<file path="src/rtl/pll_seq_pkg.sv">
// Shared types and helpers for the PLL reset sequencer.
// State encoding, counter sizing and relock-count width.
package pll_seq_pkg;

   localparam int RELOCK_W = 8;

   typedef enum logic [2:0] {
      PLL_RST,
      WAIT_LOCK,
      STABLE,
      RELEASE,
      RUN,
      FAIL
   } state_t;

   function automatic int cnt_w(input int max_val);
      return $clog2(max_val + 1);
   endfunction

endpackage

</file>
<file path="src/rtl/sync_ff2.sv">
// Generic two-flop synchroniser for asynchronous level inputs.
// Synchronous active-high reset clears both stages.
module sync_ff2 #(
   parameter int WIDTH = 1
) (
   input  logic             clk,
   input  logic             reset,
   input  logic [WIDTH-1:0] d,
   output logic [WIDTH-1:0] q
);

   logic [WIDTH-1:0] meta;

   always_ff @(posedge clk) begin
      if (reset) begin
         meta <= '0;
         q    <= '0;
      end else begin
         meta <= d;
         q    <= meta;
      end
   end

endmodule

</file>
<file path="src/rtl/pll_reset_sequencer.sv">
// PLL supervisor: reset pulse, lock debounce/timeout/retry,
// staggered domain reset release and lock-loss recovery.
module pll_reset_sequencer
   import pll_seq_pkg::*;
#(
   parameter int NUM_OUTPUTS         = 3,
   parameter int RST_PULSE_CYCLES    = 16,
   parameter int LOCK_STABLE_CYCLES  = 1024,
   parameter int LOCK_TIMEOUT_CYCLES = 65536,
   parameter int STAGGER_CYCLES      = 8,
   parameter int MAX_RETRIES         = 4
) (
   input  logic                   i_clk,
   input  logic                   reset,
   input  logic                   i_locked,
   input  logic                   i_clear,
   output logic                   o_pll_reset,
   output logic [NUM_OUTPUTS-1:0] o_rst,
   output logic                   o_ready,
   output logic                   o_fail,
   output logic [RELOCK_W-1:0]    o_relock_count
);

   localparam int PMAX = (RST_PULSE_CYCLES > STAGGER_CYCLES) ?
                         RST_PULSE_CYCLES : STAGGER_CYCLES;
   localparam int PW = cnt_w(PMAX);
   localparam int TW = cnt_w(LOCK_TIMEOUT_CYCLES);
   localparam int SW = cnt_w(LOCK_STABLE_CYCLES);
   localparam int RW = cnt_w(MAX_RETRIES);

   localparam logic [PW-1:0] P_END = PW'(RST_PULSE_CYCLES - 1);
   localparam logic [PW-1:0] G_END = PW'(STAGGER_CYCLES - 1);
   localparam logic [TW-1:0] T_END = TW'(LOCK_TIMEOUT_CYCLES - 1);
   localparam logic [SW-1:0] S_END = SW'(LOCK_STABLE_CYCLES - 1);
   localparam logic [RW-1:0] R_END = RW'(MAX_RETRIES);
   localparam logic [NUM_OUTPUTS-1:0] ONES = '1;

   state_t        state;
   logic [PW-1:0] pcnt;
   logic [TW-1:0] tcnt;
   logic [SW-1:0] scnt;
   logic [RW-1:0] rcnt;
   logic [RW-1:0] rcnt_nxt;
   logic          lk;
   logic          timeout;

   sync_ff2 #(.WIDTH(1)) u_lock_sync (
      .clk   (i_clk),
      .reset (reset),
      .d     (i_locked),
      .q     (lk)
   );

   assign timeout     = (tcnt == T_END);
   assign rcnt_nxt    = rcnt + 1'b1;
   assign o_pll_reset = (state == PLL_RST) || (state == FAIL);
   assign o_ready     = (state == RUN);
   assign o_fail      = (state == FAIL);

   always_ff @(posedge i_clk) begin
      if (reset) begin
         state <= PLL_RST;
         pcnt  <= '0;
         tcnt  <= '0;
         scnt  <= '0;
         rcnt  <= '0;
         o_rst <= '1;
      end else begin
         unique case (state)
            PLL_RST: begin
               tcnt <= '0;
               scnt <= '0;
               if (pcnt == P_END) begin
                  pcnt  <= '0;
                  state <= WAIT_LOCK;
               end else begin
                  pcnt <= pcnt + 1'b1;
               end
            end
            WAIT_LOCK, STABLE: begin
               tcnt <= tcnt + 1'b1;
               // Timeout wins even if the debounce completes this cycle.
               if (timeout) begin
                  rcnt  <= rcnt_nxt;
                  scnt  <= '0;
                  state <= (rcnt_nxt == R_END) ? FAIL : PLL_RST;
               end else if (!lk) begin
                  scnt  <= '0;
                  state <= WAIT_LOCK;
               end else if (scnt == S_END) begin
                  scnt  <= '0;
                  pcnt  <= '0;
                  o_rst <= ONES << 1;
                  state <= RELEASE;
               end else begin
                  scnt  <= scnt + 1'b1;
                  state <= STABLE;
               end
            end
            RELEASE: begin
               if (!lk) begin
                  o_rst <= '1;
                  pcnt  <= '0;
                  state <= PLL_RST;
               end else if (pcnt == G_END) begin
                  pcnt <= '0;
                  if (o_rst == '0) state <= RUN;
                  else o_rst <= o_rst << 1;
               end else begin
                  pcnt <= pcnt + 1'b1;
               end
            end
            RUN: begin
               if (!lk) begin
                  o_rst <= '1;
                  rcnt  <= '0;
                  pcnt  <= '0;
                  state <= PLL_RST;
               end
            end
            FAIL: state <= FAIL;
            default: state <= PLL_RST;
         endcase
      end
   end

   always_ff @(posedge i_clk) begin
      if (reset || i_clear) begin
         o_relock_count <= '0;
      end else if (state == RUN && !lk && o_relock_count != '1) begin
         o_relock_count <= o_relock_count + 1'b1;
      end
   end

endmodule

</file>
<file path="config.mk">
export PLATFORM = sky130hd
export DESIGN_NAME = pll_reset_sequencer
export DESIGN_NICKNAME = d
export VERILOG_FILES = /design/src/rtl/pll_seq_pkg.sv /design/src/rtl/sync_ff2.sv /design/src/rtl/pll_reset_sequencer.sv
export SDC_FILE = /design/constraint.sdc
export NUM_CORES = 1
export LEC_CHECK = 0
export ABC_AREA = 1
export CAP_MARGIN = 10
export CELL_PAD_IN_SITES_DETAIL_PLACEMENT = 1
export CELL_PAD_IN_SITES_GLOBAL_PLACEMENT = 1
export CORE_MARGIN = 2
export CORE_UTILIZATION = 42
export CTS_BUF_LIST = sky130_fd_sc_hd__clkbuf_8 sky130_fd_sc_hd__clkbuf_16
export DETAILED_ROUTE_END_ITERATION = 10
export PLACE_DENSITY_LB_ADDON = 0.08
export SLEW_MARGIN = 20
export SYNTH_ARGS = -nofsm -noshare
export SYNTH_HDL_FRONTEND = slang
export SYNTH_SLANG_ARGS = --single-unit
</file>
<file path="constraint.sdc">
create_clock -name i_clk -period 2.3 [get_ports i_clk]
set_input_delay 0.575 -clock i_clk [delete_from_list [all_inputs] [get_ports i_clk]]
set_output_delay 0.575 -clock i_clk [all_outputs]
set_load 0.1 [all_outputs]
</file>
After elaboration in Yosys (flattened, before gate mapping)
Cells that the tools add are included.
{"block": "classes", "n_addsub": 5, "eq_ne": 20, "mux": 33, "n_reduce_logical": 16}
{"operator": "3-bit two-way mux", "n": 15}
{"operator": "5-bit two-way mux", "n": 7}
{"operator": "17-bit one-hot mux with 2 select lines", "n": 1}
{"operator": "11-bit two-way mux", "n": 3}
{"operator": "11-bit one-hot mux with 2 select lines", "n": 1}
{"operator": "5-bit one-hot mux with 4 select lines", "n": 1}
{"operator": "17-bit by 1-bit adder with 17-bit output (second input constant)", "n": 1}
{"operator": "17-bit by 16-bit equality test with 1-bit output (second input constant)", "n": 1}
{"operator": "3-bit one-hot mux with 5 select lines", "n": 1}
{"operator": "11-bit by 1-bit adder with 11-bit output (second input constant)", "n": 1}
{"operator": "11-bit by 10-bit equality test with 1-bit output (second input constant)", "n": 1}
{"operator": "3-bit equality test (second input constant)", "n": 3}
{"operator": "3-bit != test (second input constant)", "n": 3}
{"operator": "3-bit one-hot mux with 3 select lines", "n": 1}
{"operator": "8-bit by 1-bit adder with 8-bit output (second input constant)", "n": 1}
{"operator": "2-bit != test (second input constant)", "n": 4}
{"operator": "8-bit != test (second input constant)", "n": 1}
{"operator": "7-bit AND reduction", "n": 1}
{"operator": "3-bit by 2-bit equality test with 1-bit output (second input constant)", "n": 2}
{"operator": "3-bit zero test", "n": 2}
{"operator": "3-bit one-hot mux with 2 select lines", "n": 1}
{"operator": "5-bit by 1-bit adder with 5-bit output (second input constant)", "n": 1}
{"operator": "5-bit by 3-bit equality test with 1-bit output (second input constant)", "n": 1}
{"operator": "5-bit by 4-bit equality test with 1-bit output (second input constant)", "n": 1}
{"operator": "15 further kinds", "n": 19}
{"block": "totals", "regBits": 52, "in_bits": 4, "output_inout_bits": 14, "elab_cells": 83}

Logic depth before layout (Yosys ltp)
{"block": "depth", "word_depth": 5, "mapped_depth": 15, "ltp_nobuf": 15}

Hierarchy
Synthesis repeated with hierarchy kept, for this count alone.
{"block": "unflattened", "cells_unflattened": 454, "area_unflattened_um2": 2965.3}
{"mod": "pll_reset_sequencer", "n_inst": 1, "cells_per_inst": 448, "area_per_inst_um2": 2910.3, "seq_area_each_um2": 1001.0}
{"mod": "sync_ff2", "n_inst": 1, "cells_per_inst": 6, "area_per_inst_um2": 55.1, "seq_area_each_um2": 40.0}

Least setup slack after synthesis
No wires, ideal clock.
{"block": "synth_timing", "path_kind": "register to register", "from": "register o_relock_count[0]", "to": "register o_relock_count[0]", "setup_ns": 0.117, "t_arrival_ns": 2.079, "required_time_ns": 2.183, "path_slack_ns": 0.104, "stages_incl_launch_ff": 7, "n_path_buf": 0, "synth_period_minus_slack_ns": 2.196, "cell_sequence": "dfxtp_1 -> ha_1 -> nand2_1 -> o31ai_4 -> inv_2 -> nor2_1 -> nor2_1"}
{"block": "synth_between", "elab_chain_cells": 2, "word_cells_on_any_way": 3, "classes_between": "add/sub (1); eq/ne (1); reduce/logical (1)"}
{"item": "start: declaration", "line": "pll_reset_sequencer.sv:21", "text": "output logic [RELOCK_W-1:0] o_relock_count"}
{"item": "start signal: assignment", "line": "pll_reset_sequencer.sv:131", "text": "o_relock_count <= o_relock_count + 1'b1;"}
{"item": "parallel branches: the longest is 2 deep, another holds 8-bit by 1-bit adder with 8-bit output"}
Parallel ways; which one is timed is not known.
A chain may end at the register's enable or synchronous reset.

Worst setup path after layout
{"block": "layout_timing", "from": "register tcnt[0]", "to": "register pcnt[0]"}
{"block": "layout_between", "elab_chain_cells": 3}
{"item": "start: declaration", "line": "pll_reset_sequencer.sv:40", "text": "logic [TW-1:0] tcnt;"}
{"item": "start signal: assignment", "line": "pll_reset_sequencer.sv:81", "text": "tcnt <= tcnt + 1'b1;"}
{"item": "17-bit by 16-bit equality test with 1-bit output", "line": "pll_reset_sequencer.sv:54", "text": "assign timeout = (tcnt == T_END);"}
{"item": "2-bit != test (no source line)"}
{"item": "5-bit AND reduction (no source line)"}
{"item": "end signal: assignment", "line": "pll_reset_sequencer.sv:77", "text": "pcnt <= pcnt + 1'b1;"}
{"item": "end signal: assignment", "line": "pll_reset_sequencer.sv:110", "text": "pcnt <= pcnt + 1'b1;"}
{"item": "end: declaration", "line": "pll_reset_sequencer.sv:39", "text": "logic [PW-1:0] pcnt;"}
Every way passes these cells.

==> summary.md <==
| Metric | Value |
|---|---|
| Most used routing layer | met2 |
| Met1 Resource Use GR | 24.5% |
| Worst r2r src | tcnt[0] |
| Vias per cell | 5.01 |
| Peak supply drop | 0.257 mV |
| Power density cells | 456 nW/um2 |
| CP peak stage delay | 360 ps |
| Drc violations | 0 |
| Initial antenna violation count | 0 |
| Die width | 86.3 um |
| Post-CTS setup buffer count | 0 |
| Sequential power share | 62.5% |
| Tot GR Track Use | 18.9% |
| Placed inst area | 3110 um2 |
| Initial DRC count | 53 |
| Worst path slowest cell | dfxtp_2 |
| CTS tree | done |
| Clock slew seen by the registers of the worst setup and hold paths | 90 ps |
| Final Critical Period | 2030 ps |
| Max Slew Vio Count | 0 |
| Largest net degree at the start of global routing | 20 |
| Multi-input gate area | 1560 um2 |
| WP data arrival | 2220 ps |
| Routability cong. | 0.823 |
| Top FF cell, synth | dfxtp_1 |
| Unrepaired setup endpoints after global routing | false |
| Fin cells | 518 |
| Routed WL per cell | 12.3 um |
| Final design area excluding fillers | 3210 um2 |
| CTS Sinks | 52 |
| Final worst slack | 275 ps |
| Fillers | 856 |
| Post-synth EDFFs | 0 |
| Clk buf depth | 2 |
| Met3 GRT Util | 3.14% |
| Nature of the critical path startpoint | flop |
| Final wirelength | 6390 um |
| Worst min path class | flop to flop |
| Pwr Total | 1.46 mW |
| Clock Power Share | 34.5% |
| Combinational share of power | 3.0% |
| I/O Buffers | 17 |
| Post-DP HPWL | 5000 um |
| Cts repair resizes | 0 |
| Crit path capture type | flop |
| Commonest non-fill, non-tap cell in the layout | nand2_1 |
| Die Area | 7450 um2 |
| Final cycle utilization of the critical path | 88.1% |
| Met2 GRT Util | 33.1% |
| H-Tree Depth | 2 |
| Via count | 2,594 |
| IO Pins | 18 |
| Internal power | 1.13 mW |
| Final Util | 49.6% |
| Net Switching | 330 uW |
| Worst EP required | 2490 ps |
| First-pass GRT wire length | 11,500 um |
| Worst slew pin tran | 425 ps |
| Pre-CTS WS | 83.1 ps |
| Standard-cell rows | 29 |
| Grt ovf | 0 |
| Crit-path max FO | 7 |
| Hold_sp | u_lock_sync.meta |
| Asr flop ratio synth | 0% |
| Sequential area share after synthesis | 36.6% |
| Pleak | 1.32 nW |
| Most frequent cells in the layout | 112 x nand2_1, 58 x inv_1, 51 x dfxtp_1 |
| Switching Share | 22.6% |
| Max frequency | 0.494 GHz |
| Hold buffer count at cts | 0 |
| Root Buffer | clkbuf_8 |
| Ant. Diodes | 0 |
| Die height | 86.3 um |
| # Max-Cap Violations | 0 |
| FF+latch area | 1040 um2 |
| Worst Skew | 13.0 ps |
| Syn nets | 431 |
| Final nets | 453 |
| Layout cell share with drive strength beyond 1 | 12.9% |
| Final TNS setup | 0 ps |
| Initial core utilization | 44.0% |
| Vias in the first global route | 2,547 |
| Avg Cell Area, Syn | 6.80 um2 |
| DR pass1 iterations | 4 |
| CTS buffer count | 5 |
| Gate Count Post-Synth | 418 |
| Core area | 6460 um2 |
| Area Growth Syn to Fin | 12.7% |
| Slew headroom | 71.7% |
| Number of synthesized register bits | 52 |
| Post-route ant nets | 0 |
| Critical path origin | tcnt[0] |
| Mapped cell area | 2840 um2 |
| Unique masters post-synth | 34 |
| Clk_lat worst skew | 310 ps |
| Final hold slack | 410 ps |
| Status | finished, final reports clean |
| Final setup fails | 0 |
| Most frequent cell on the critical path | nand2_1 |
| Crit-path cells | ha_1 -> nand2_1 -> nor3_2 -> nand2_1 -> nor4_2 -> ha_1 -> nand4_1 -> nand2_1 -> inv_1 -> nand3_2 -> nand2_1 -> nand2_1 -> nor2_1 |
| Critical path class | flop to flop |
| YS warnings | 0 |
| Final hold viol count | 0 |
| Placed Cells | 510 |
## kinds of logic (layout without fill, tap and decap cells)
| group | count (synthesis) | count (layout) | share of synthesized area (%) |
|---|---|---|---|
| AND/OR/NAND/NOR | 225 | 225 | 35.8 |
| flip-flops | 52 | 52 | 36.6 |
| AO/OA/AOI/OAI | 50 | 50 | 10.0 |
| buffers and inverters | 67 | 90 | 9.02 |
| XOR/XNOR | 15 | 15 | 4.62 |
| adder cells (fa/ha/maj) | 9 | 9 | 3.96 |
## synthesized netlist by cell type (3+ instances only)
cell type	n	area (um2)
a21oi_1	32	160
nand4_1	3	18.8
dfxtp_1	52	1040
o21ai_0	10	50.1
nor3_1	4	20.0
inv_1	56	210
inv_2	6	22.5
nor2_2	7	43.8
nor2_1	45	169
xnor2_1	5	43.8
nand3_1	32	160
nor4_1	3	18.8
nand2_1	112	420
xor2_1	10	87.6
nand2_2	6	37.5
or2_2	3	18.8
ha_1	9	113
## worst paths after layout
path                            cells past startpoint       endpoint  slack [ps]
worst max-delay path                               13        pcnt[0]         270
worst min-delay path                                2  u_lock_sync.q         410
worst min register to register                      2  u_lock_sync.q         410
worst max register to register                     13        pcnt[0]         270
## sequential cells by signal, indices dropped and copies added, names as in the netlist
| register | cells |
|---|---|
| u_lock_sync.q | 1 |
| o_relock_count | 8 |
| u_lock_sync.meta | 1 |
| state | 3 |
| tcnt | 17 |
| pcnt | 5 |
| scnt | 11 |
| rcnt | 3 |
| o_rst | 3 |
## critical path: cells and delay by family (launching register included)
| family | cells | cell delay, ps |
|---|---|---|
| adders and majority gates | 2 | 380 |
| and+or+nand+nor | 10 | 1110 |
| buffers and inverters | 1 | 60 |
| DFF | 1 | 360 |
## metal layers
layer / wire (um) / vias to the layer above / share of wire (%)
li1: - / 1365 / -
met1: 3230 / 1209 / 51
met2: 2990 / 16 / 47
met3: 116 / 4 / 1.8
met4: 55 / 0 / 0.86
met5: 0 / - / 0
## power groups by stage
| stage | clock network, mW | registers (mW) | logic [mW] |
|---|---|---|---|
| after global routing | 0.565 | 0.915 | 0.0500 |
| after floorplan | 0 | 0.933 | 0.0270 |
| after detailed placement | 0 | 0.935 | 0.0434 |
| after CTS | 0.530 | 0.914 | 0.0435 |
| final | 0.505 | 0.914 | 0.0432 |
| after global placement | 0 | 0.935 | 0.0422 |
## layout make-up
class | count | area share (%)
clock buffers | 5 | 2.15
inverters | 63 | 7.38
well taps | 77 | 3.01
clock inverters | 3 | 0.507
repair buffers | 19 | 5.85
flip-flops and latches | 52 | 32.5
multi-input cells | 299 | 48.6
No activity file was read; power rests on OpenSTA's default activity.
